## src/rtl/qenc_pkg.sv

```systemverilog
// Shared types and step decoding for the quadrature encoder counter.
package qenc_pkg;

    typedef enum logic {QE_INIT, QE_TRACK} qe_state_t;

    typedef enum logic [1:0] {QS_NONE, QS_FWD, QS_REV, QS_ERR} qe_step_t;

    // ab = {A, B}; forward Gray order is 00 -> 10 -> 11 -> 01 -> 00.
    function automatic qe_step_t qe_decode(input logic [1:0] prev_ab, input logic [1:0] cur_ab);
        qe_step_t step;
        step = QS_NONE;
        if (cur_ab != prev_ab) begin
            if ((prev_ab ^ cur_ab) == 2'b11) begin
                step = QS_ERR;
            end else begin
                case ({prev_ab, cur_ab})
                    4'b00_10, 4'b10_11, 4'b11_01, 4'b01_00: step = QS_FWD;
                    default:                                step = QS_REV;
                endcase
            end
        end
        return step;
    endfunction

endpackage

```

## src/rtl/quad_encoder_counter_if.sv

```systemverilog
// Pin, control and status bundle of one quadrature encoder counter.
interface qenc_if #(
    parameter int COUNT_BITS = 16,
    parameter int ERR_BITS   = 8,
    parameter int PER_BITS   = 20
);
    logic                  inA;
    logic                  inB;
    logic                  zero_req;
    logic [COUNT_BITS-1:0] count;
    logic                  direction;
    logic                  step_stb;
    logic [ERR_BITS-1:0]   err_count;
    logic [PER_BITS-1:0]   step_period;

    modport master (
        output inA, inB, zero_req,
        input  count, direction, step_stb, err_count, step_period
    );

    modport slave (
        input  inA, inB, zero_req,
        output count, direction, step_stb, err_count, step_period
    );
endinterface

```

## src/rtl/quad_encoder_counter_filter.sv

```systemverilog
// Two-flop synchroniser followed by a FILT_LEN-cycle stability filter for one encoder pin.
module qenc_filter #(
    parameter int FILT_LEN = 4
) (
    input  logic clk,
    input  logic reset,
    input  logic raw,
    output logic level,
    output logic valid
);
    localparam int CW = $clog2(FILT_LEN + 1);
    localparam logic [CW-1:0] RUN_MAX = CW'(FILT_LEN);

    logic          sync1_q, sync1_d;
    logic          sync2_q, sync2_d;
    logic          cand_q, cand_d;
    logic [CW-1:0] run_q, run_d;
    logic          level_q, level_d;
    logic          valid_q, valid_d;

    // run_d counts consecutive cycles, including this one, that sync2 has held cand's level.
    always_comb begin
        sync1_d = raw;
        sync2_d = sync1_q;
        cand_d  = sync2_q;
        level_d = level_q;
        valid_d = valid_q;
        if (sync2_q == cand_q) begin
            run_d = (run_q >= RUN_MAX) ? run_q : run_q + CW'(1);
        end else begin
            run_d = CW'(1);
        end
        if (run_d >= RUN_MAX) begin
            level_d = sync2_q;
            valid_d = 1'b1;
        end
    end

    always_ff @(posedge clk) begin
        if (!reset) begin
            sync1_q <= 1'b0;
            sync2_q <= 1'b0;
            cand_q  <= 1'b0;
            run_q   <= '0;
            level_q <= 1'b0;
            valid_q <= 1'b0;
        end else begin
            sync1_q <= sync1_d;
            sync2_q <= sync2_d;
            cand_q  <= cand_d;
            run_q   <= run_d;
            level_q <= level_d;
            valid_q <= valid_d;
        end
    end

    assign level = level_q;
    assign valid = valid_q;

endmodule

```

## src/rtl/quad_encoder_counter.sv

```systemverilog
// Quadrature decoder with wrapping position count and saturating illegal-transition count.
// Define QENC_VELOCITY_EN to add the step-period measurement; otherwise step_period is 0.
module quad_encoder_counter
    import qenc_pkg::*;
#(
    parameter int COUNT_BITS = 16,
    parameter int FILT_LEN   = 4,
    parameter int ERR_BITS   = 8,
    parameter int PER_BITS   = 20
) (
    input  logic   clk,
    input  logic   reset,
    qenc_if.slave  bus
);
    logic [1:0] raw_ab;
    logic [1:0] cur_ab;
    logic [1:0] valid_ab;

    assign raw_ab = {bus.inA, bus.inB};

    generate
        for (genvar gi = 0; gi < 2; gi++) begin : g_filt
            qenc_filter #(.FILT_LEN(FILT_LEN)) u_filt (
                .clk   (clk),
                .reset (reset),
                .raw   (raw_ab[gi]),
                .level (cur_ab[gi]),
                .valid (valid_ab[gi])
            );
        end
    endgenerate

    qe_state_t             state_q, state_d;
    logic [1:0]            prev_ab_q, prev_ab_d;
    logic [COUNT_BITS-1:0] count_q, count_d;
    logic                  dir_q, dir_d;
    logic                  step_stb_q, step_stb_d;
    logic [ERR_BITS-1:0]   err_q, err_d;
    qe_step_t              step;

    always_comb begin
        state_d    = state_q;
        prev_ab_d  = prev_ab_q;
        count_d    = count_q;
        dir_d      = dir_q;
        step_stb_d = 1'b0;
        err_d      = err_q;
        step       = QS_NONE;
        case (state_q)
            QE_INIT: begin
                if (&valid_ab) begin
                    prev_ab_d = cur_ab;
                    state_d   = QE_TRACK;
                end
            end
            QE_TRACK: begin
                step      = qe_decode(prev_ab_q, cur_ab);
                prev_ab_d = cur_ab;
                case (step)
                    QS_FWD: begin
                        count_d    = count_q + COUNT_BITS'(1);
                        dir_d      = 1'b1;
                        step_stb_d = 1'b1;
                    end
                    QS_REV: begin
                        count_d    = count_q - COUNT_BITS'(1);
                        dir_d      = 1'b0;
                        step_stb_d = 1'b1;
                    end
                    QS_ERR: begin
                        if (err_q != '1) begin
                            err_d = err_q + ERR_BITS'(1);
                        end
                    end
                    default: ;
                endcase
            end
            default: state_d = QE_INIT;
        endcase
        // A clear request overrides any step landing in the same cycle.
        if (bus.zero_req) begin
            count_d = '0;
        end
    end

    always_ff @(posedge clk) begin
        if (!reset) begin
            state_q    <= QE_INIT;
            prev_ab_q  <= 2'b00;
            count_q    <= '0;
            dir_q      <= 1'b0;
            step_stb_q <= 1'b0;
            err_q      <= '0;
        end else begin
            state_q    <= state_d;
            prev_ab_q  <= prev_ab_d;
            count_q    <= count_d;
            dir_q      <= dir_d;
            step_stb_q <= step_stb_d;
            err_q      <= err_d;
        end
    end

    assign bus.count     = count_q;
    assign bus.direction = dir_q;
    assign bus.step_stb  = step_stb_q;
    assign bus.err_count = err_q;

`ifdef QENC_VELOCITY_EN
    logic [PER_BITS-1:0] per_cnt_q, per_cnt_d;
    logic [PER_BITS-1:0] period_q, period_d;

    // The counter restarts at 1 so the captured value equals the cycle distance between steps.
    always_comb begin
        per_cnt_d = (per_cnt_q == '1) ? per_cnt_q : per_cnt_q + PER_BITS'(1);
        period_d  = period_q;
        if (step_stb_d) begin
            period_d  = per_cnt_q;
            per_cnt_d = PER_BITS'(1);
        end
    end

    always_ff @(posedge clk) begin
        if (!reset) begin
            per_cnt_q <= '0;
            period_q  <= '0;
        end else begin
            per_cnt_q <= per_cnt_d;
            period_q  <= period_d;
        end
    end

    assign bus.step_period = period_q;
`else
    assign bus.step_period = '0;
`endif

endmodule

```

## src/flat_wrapper.sv

```systemverilog
// flat-port wrapper written by rule: the top's interface ports become plain ports
module quad_encoder_counter_flat import qenc_pkg::*;
#(
    parameter int COUNT_BITS = 16,
    parameter int FILT_LEN   = 4,
    parameter int ERR_BITS   = 8,
    parameter int PER_BITS   = 20
)
  (clk, reset, bus_inA, bus_inB, bus_zero_req, bus_count, bus_direction, bus_step_stb, bus_err_count, bus_step_period);
  qenc_if #(.COUNT_BITS(COUNT_BITS), .ERR_BITS(ERR_BITS), .PER_BITS(PER_BITS)) bus_i ();
  input  logic clk;
  input  logic reset;
  input wire logic [$bits(bus_i.inA)-1:0] bus_inA;
  input wire logic [$bits(bus_i.inB)-1:0] bus_inB;
  input wire logic [$bits(bus_i.zero_req)-1:0] bus_zero_req;
  output wire logic [$bits(bus_i.count)-1:0] bus_count;
  output wire logic [$bits(bus_i.direction)-1:0] bus_direction;
  output wire logic [$bits(bus_i.step_stb)-1:0] bus_step_stb;
  output wire logic [$bits(bus_i.err_count)-1:0] bus_err_count;
  output wire logic [$bits(bus_i.step_period)-1:0] bus_step_period;
  assign bus_i.inA = bus_inA;
  assign bus_i.inB = bus_inB;
  assign bus_i.zero_req = bus_zero_req;
  assign bus_count = bus_i.count;
  assign bus_direction = bus_i.direction;
  assign bus_step_stb = bus_i.step_stb;
  assign bus_err_count = bus_i.err_count;
  assign bus_step_period = bus_i.step_period;
  quad_encoder_counter #(.COUNT_BITS(COUNT_BITS), .FILT_LEN(FILT_LEN), .ERR_BITS(ERR_BITS), .PER_BITS(PER_BITS)) u_core (.clk(clk), .reset(reset), .bus(bus_i));
endmodule
```

## config.mk

```make
export PLATFORM = sky130hd
export DESIGN_NAME = quad_encoder_counter_flat
export DESIGN_NICKNAME = d
export VERILOG_FILES = /design/src/rtl/qenc_pkg.sv /design/src/rtl/quad_encoder_counter_if.sv /design/src/rtl/quad_encoder_counter_filter.sv /design/src/rtl/quad_encoder_counter.sv /design/src/flat_wrapper.sv
export SDC_FILE = /design/constraint.sdc
export NUM_CORES = 1
export LEC_CHECK = 0
export BUFFER_PORTS_ARGS = -buffer_cell sky130_fd_sc_hd__buf_4
export CORE_ASPECT_RATIO = 1.4
export CORE_MARGIN = 2
export CORE_UTILIZATION = 60
export DETAILED_ROUTE_END_ITERATION = 12
export GPL_ROUTABILITY_DRIVEN = 0
export PLACE_DENSITY = 0.95
export RECOVER_POWER = 100
export SYNTH_ARGS = -nofsm -noshare
export SYNTH_HDL_FRONTEND = slang
export SYNTH_HIERARCHICAL = 1
export SYNTH_SLANG_ARGS = --single-unit
```

## constraint.sdc

```tcl
create_clock -name clk -period 5.6 [get_ports clk]
set_input_delay 1.12 -clock clk [delete_from_list [all_inputs] [get_ports clk]]
set_output_delay 1.12 -clock clk [all_outputs]
set_load 0.02 [all_outputs]
```

==> impl_metrics.toml <==
[timing]
maxSlewViolCount = 0
period_share = 0.648
finalHoldViolations = 0
setup_viol = 0
rsz0062_at_grt = "no"
timing.max_slew.rel_slack = 0.382
clock.fmax_ghz = 0.276
fin_skew_ps = 9.35
worst_slew_pin_slew_ps = 926
final.min_clock_period_ps = 3630
timing.setup.tns_ps = 0

[cells_and_area]
finalNetCount = 356
stdcell_area_sq_um = 2850
layoutNonFillerInstCount = 390
final_common_cell = "dfxtp_1"
post_route_cells_drive_above_1_share = 0.0606
final_core_util = 0.668
areaGrowthSynthToFinish_pct = 6.74
insertedDiodeCount = 0
fill_cells = 376
most_frequent_cells_in_the_layout = "dfxtp_1, nand2_1, clkbuf_1, ha_1"

[hold_path]
hold_class = "register to register"
min-delay-start = "u_core/g_filt[0].u_filt/sync1_q"
whs_path_depth = 1

[pwr]
power.static_leakage_nw = 1.24
vdd.ir_drop.worst_v = 0.000265
post-layout-total-power_w = 0.000631
cellPowerDensity_nw_per_um2 = 221

[worst_setup_path]
max_fanout_on_critical_path = 20
regToRegStartpoint = "u_core/g_filt[0].u_filt/level"
worstSetupStartpointType = "register"
critPathKind = "register to register"
critical_path.endpoint_type = "register"
cp-startpoint = "u_core/g_filt[0].u_filt/level"
required_ps = 5860
critical_path_arrival_ps = 3880
timing.reg2reg.worst_path_depth = 11

[grt]
global_route.usage.total = 0.224
grt_remaining_overflow = 0
grt_antenna_before_repair = 0
grt_max_degree = 30
vias_in_the_first_global_route = 1995
grt_pass1_wl_um = 8770

[logic_synthesis]
synth.avg_cell_area_sq_um = 8.91
yosys_most_used_dff = "dfxtp_1"
ys_async_sr_fraction = 0
yosysSeqAreaShare = 0.337
synth_cell_types = 52
synth_cells = 300
synthesis.yosys.warnings = 6
syn_area_sq_um = 2670
synth_enable_flop_cells = 0
yosys_register_bits = 45

[floorplan]
chipHeight_um = 83.0
die-area_sq_um = 5010
fp.dieW_um = 60.4
initial_utilization = 0.626
placeableCoreArea_sq_um = 4270
core.rowCount = 28
count_of_pins_on_the_block_boundary = 51

[routing]
drc = 0
wl_per_cell_um = 13.6
drtAntennaViolNets = 0
first_iter_violations = 183
drt-pass1-iter-count = 4
route.vias.total = 2179
routed_wl_um = 5310
avgViaCountPerCell = 5.59

[clocking]
cts_inserted_buffers = 5
tritoncts_clock_tree = "yes"
post_cts_resize_count = 0
clk_pin_slew_worst_paths_ps = 90
cts_setup_buffers = 0
holdBufCountCts = 0
clock_tree.buffer_depth = 2
cts-htree-levels = 2
worstSkewPairLatency_ps = 310
cts.sink_count = 45
cts_root_buffer = "clkbuf_8"

[job]
maxCapViolCount = 0

[placement]
buffer_ports.inserted = 30
dpl-instance-area_sq_um = 2860
post-place-cells = 382
dp_hpwl_um = 3750

[outcome]
outcome = "finished clean"
## kinds of logic (layout without fill, tap and decap cells)
group / count (synthesis) / count (layout) / synth area share
AO/OA/AOI/OAI: 69 / 69 / 0.186
XOR/XNOR: 26 / 26 / 0.0852
adder cells (fa/ha/maj): 22 / 22 / 0.106
buffers and inverters: 33 / 44 / 0.0763
flip-flops: 45 / 45 / 0.337
multiplexers: 5 / 5 / 0.0187
other: 1 / 20 / 0.00140
AND/OR/NAND/NOR: 99 / 99 / 0.190
## flip-flops by register name, indices dropped and copies added, names as in the netlist
register	cells
u_core/prev_ab_q	2
u_core/state_q	1
u_core/g_filt.u_filt/sync1_q	2
u_core/bus.err_count	8
u_core/bus.step_stb	1
u_core/bus.count	16
u_core/g_filt.u_filt/cand_d	2
u_core/g_filt.u_filt/valid	2
u_core/g_filt.u_filt/run_q	6
u_core/g_filt.u_filt/level	2
u_core/bus.direction	1
u_core/g_filt.u_filt/cand_q	2
## metal layers
| layer | vias to the layer above | track usage | wire length (um) |
|---|---|---|---|
| li1 | 1061 | - | - |
| met1 | 1025 | 0.257 | 2090 |
| met2 | 80 | 0.387 | 2770 |
| met3 | 13 | 0.0545 | 316 |
| met4 | 0 | 0.0850 | 125 |
| met5 | - | 0 | 0 |
## worst paths after layout
check | to | slack [ps]
worst max-delay path | u_core/bus.count[13] | 1970
worst min register to register | u_core/g_filt[0].u_filt/cand_d | 440
worst min-delay path | u_core/g_filt[0].u_filt/cand_d | 440
worst max register to register | u_core/bus.count[13] | 1970
## power by group
group	internal (W)	switching (W)
sequential	0.000328	0.00000686
combinational	0.0000129	0.0000270
clock	0.000145	0.000111
total	0.000486	0.000145
## stage by stage
stage	worst slack (ps)	hold slack, ps
3_5_place_dp	2210	424
2_1_floorplan	2640	412
5_1_grt	1720	486
6_report	1970	444
3_3_place_gp	2390	416
4_1_cts	2060	451
## synthesized netlist by cell type, types with 3 or more instances
master,number,area share
o21ai_0,10,0.019
nand4_1,3,0.0070
dfxtp_1,45,0.34
nor2_1,20,0.028
buf_4,20,0.056
xor2_1,10,0.033
o21a_1,3,0.0084
nand2_1,28,0.039
a21o_1,6,0.017
nor2b_1,10,0.023
or3_1,3,0.0070
and2_1,12,0.028
mux2i_1,5,0.019
a21oi_1,19,0.036
ha_1,21,0.098
nor3_1,3,0.0056
o211ai_1,4,0.011
a211oi_1,7,0.020
xnor2_1,16,0.052
inv_1,6,0.0084
nand3_1,6,0.011
## worst max-delay path, cell delays in order, from the launching register on
cell and delay, ps:
dfxtp_1 430, xor2_1 300, inv_1 80, ha_1 240, a211oi_4 770, ha_1 390
a211oi_1 280, a2bb2oi_1 320, a211o_1 230, a21oi_1 80, or3_1 350, nand3_1 80
## cell type report
| class | instances | area (sq um) | area share |
|---|---|---|---|
| well taps | 60 | 75.1 | 0.0263 |
| clock inverters | 2 | 37.5 | 0.0132 |
| clock buffers | 6 | 82.6 | 0.0289 |
| repair buffers | 30 | 124 | 0.0434 |
| multi-input cells | 241 | 1610 | 0.565 |
| flip-flops and latches | 45 | 901 | 0.316 |
| inverters | 6 | 22.5 | 0.00789 |
Power figures use the tool's default switching activity.
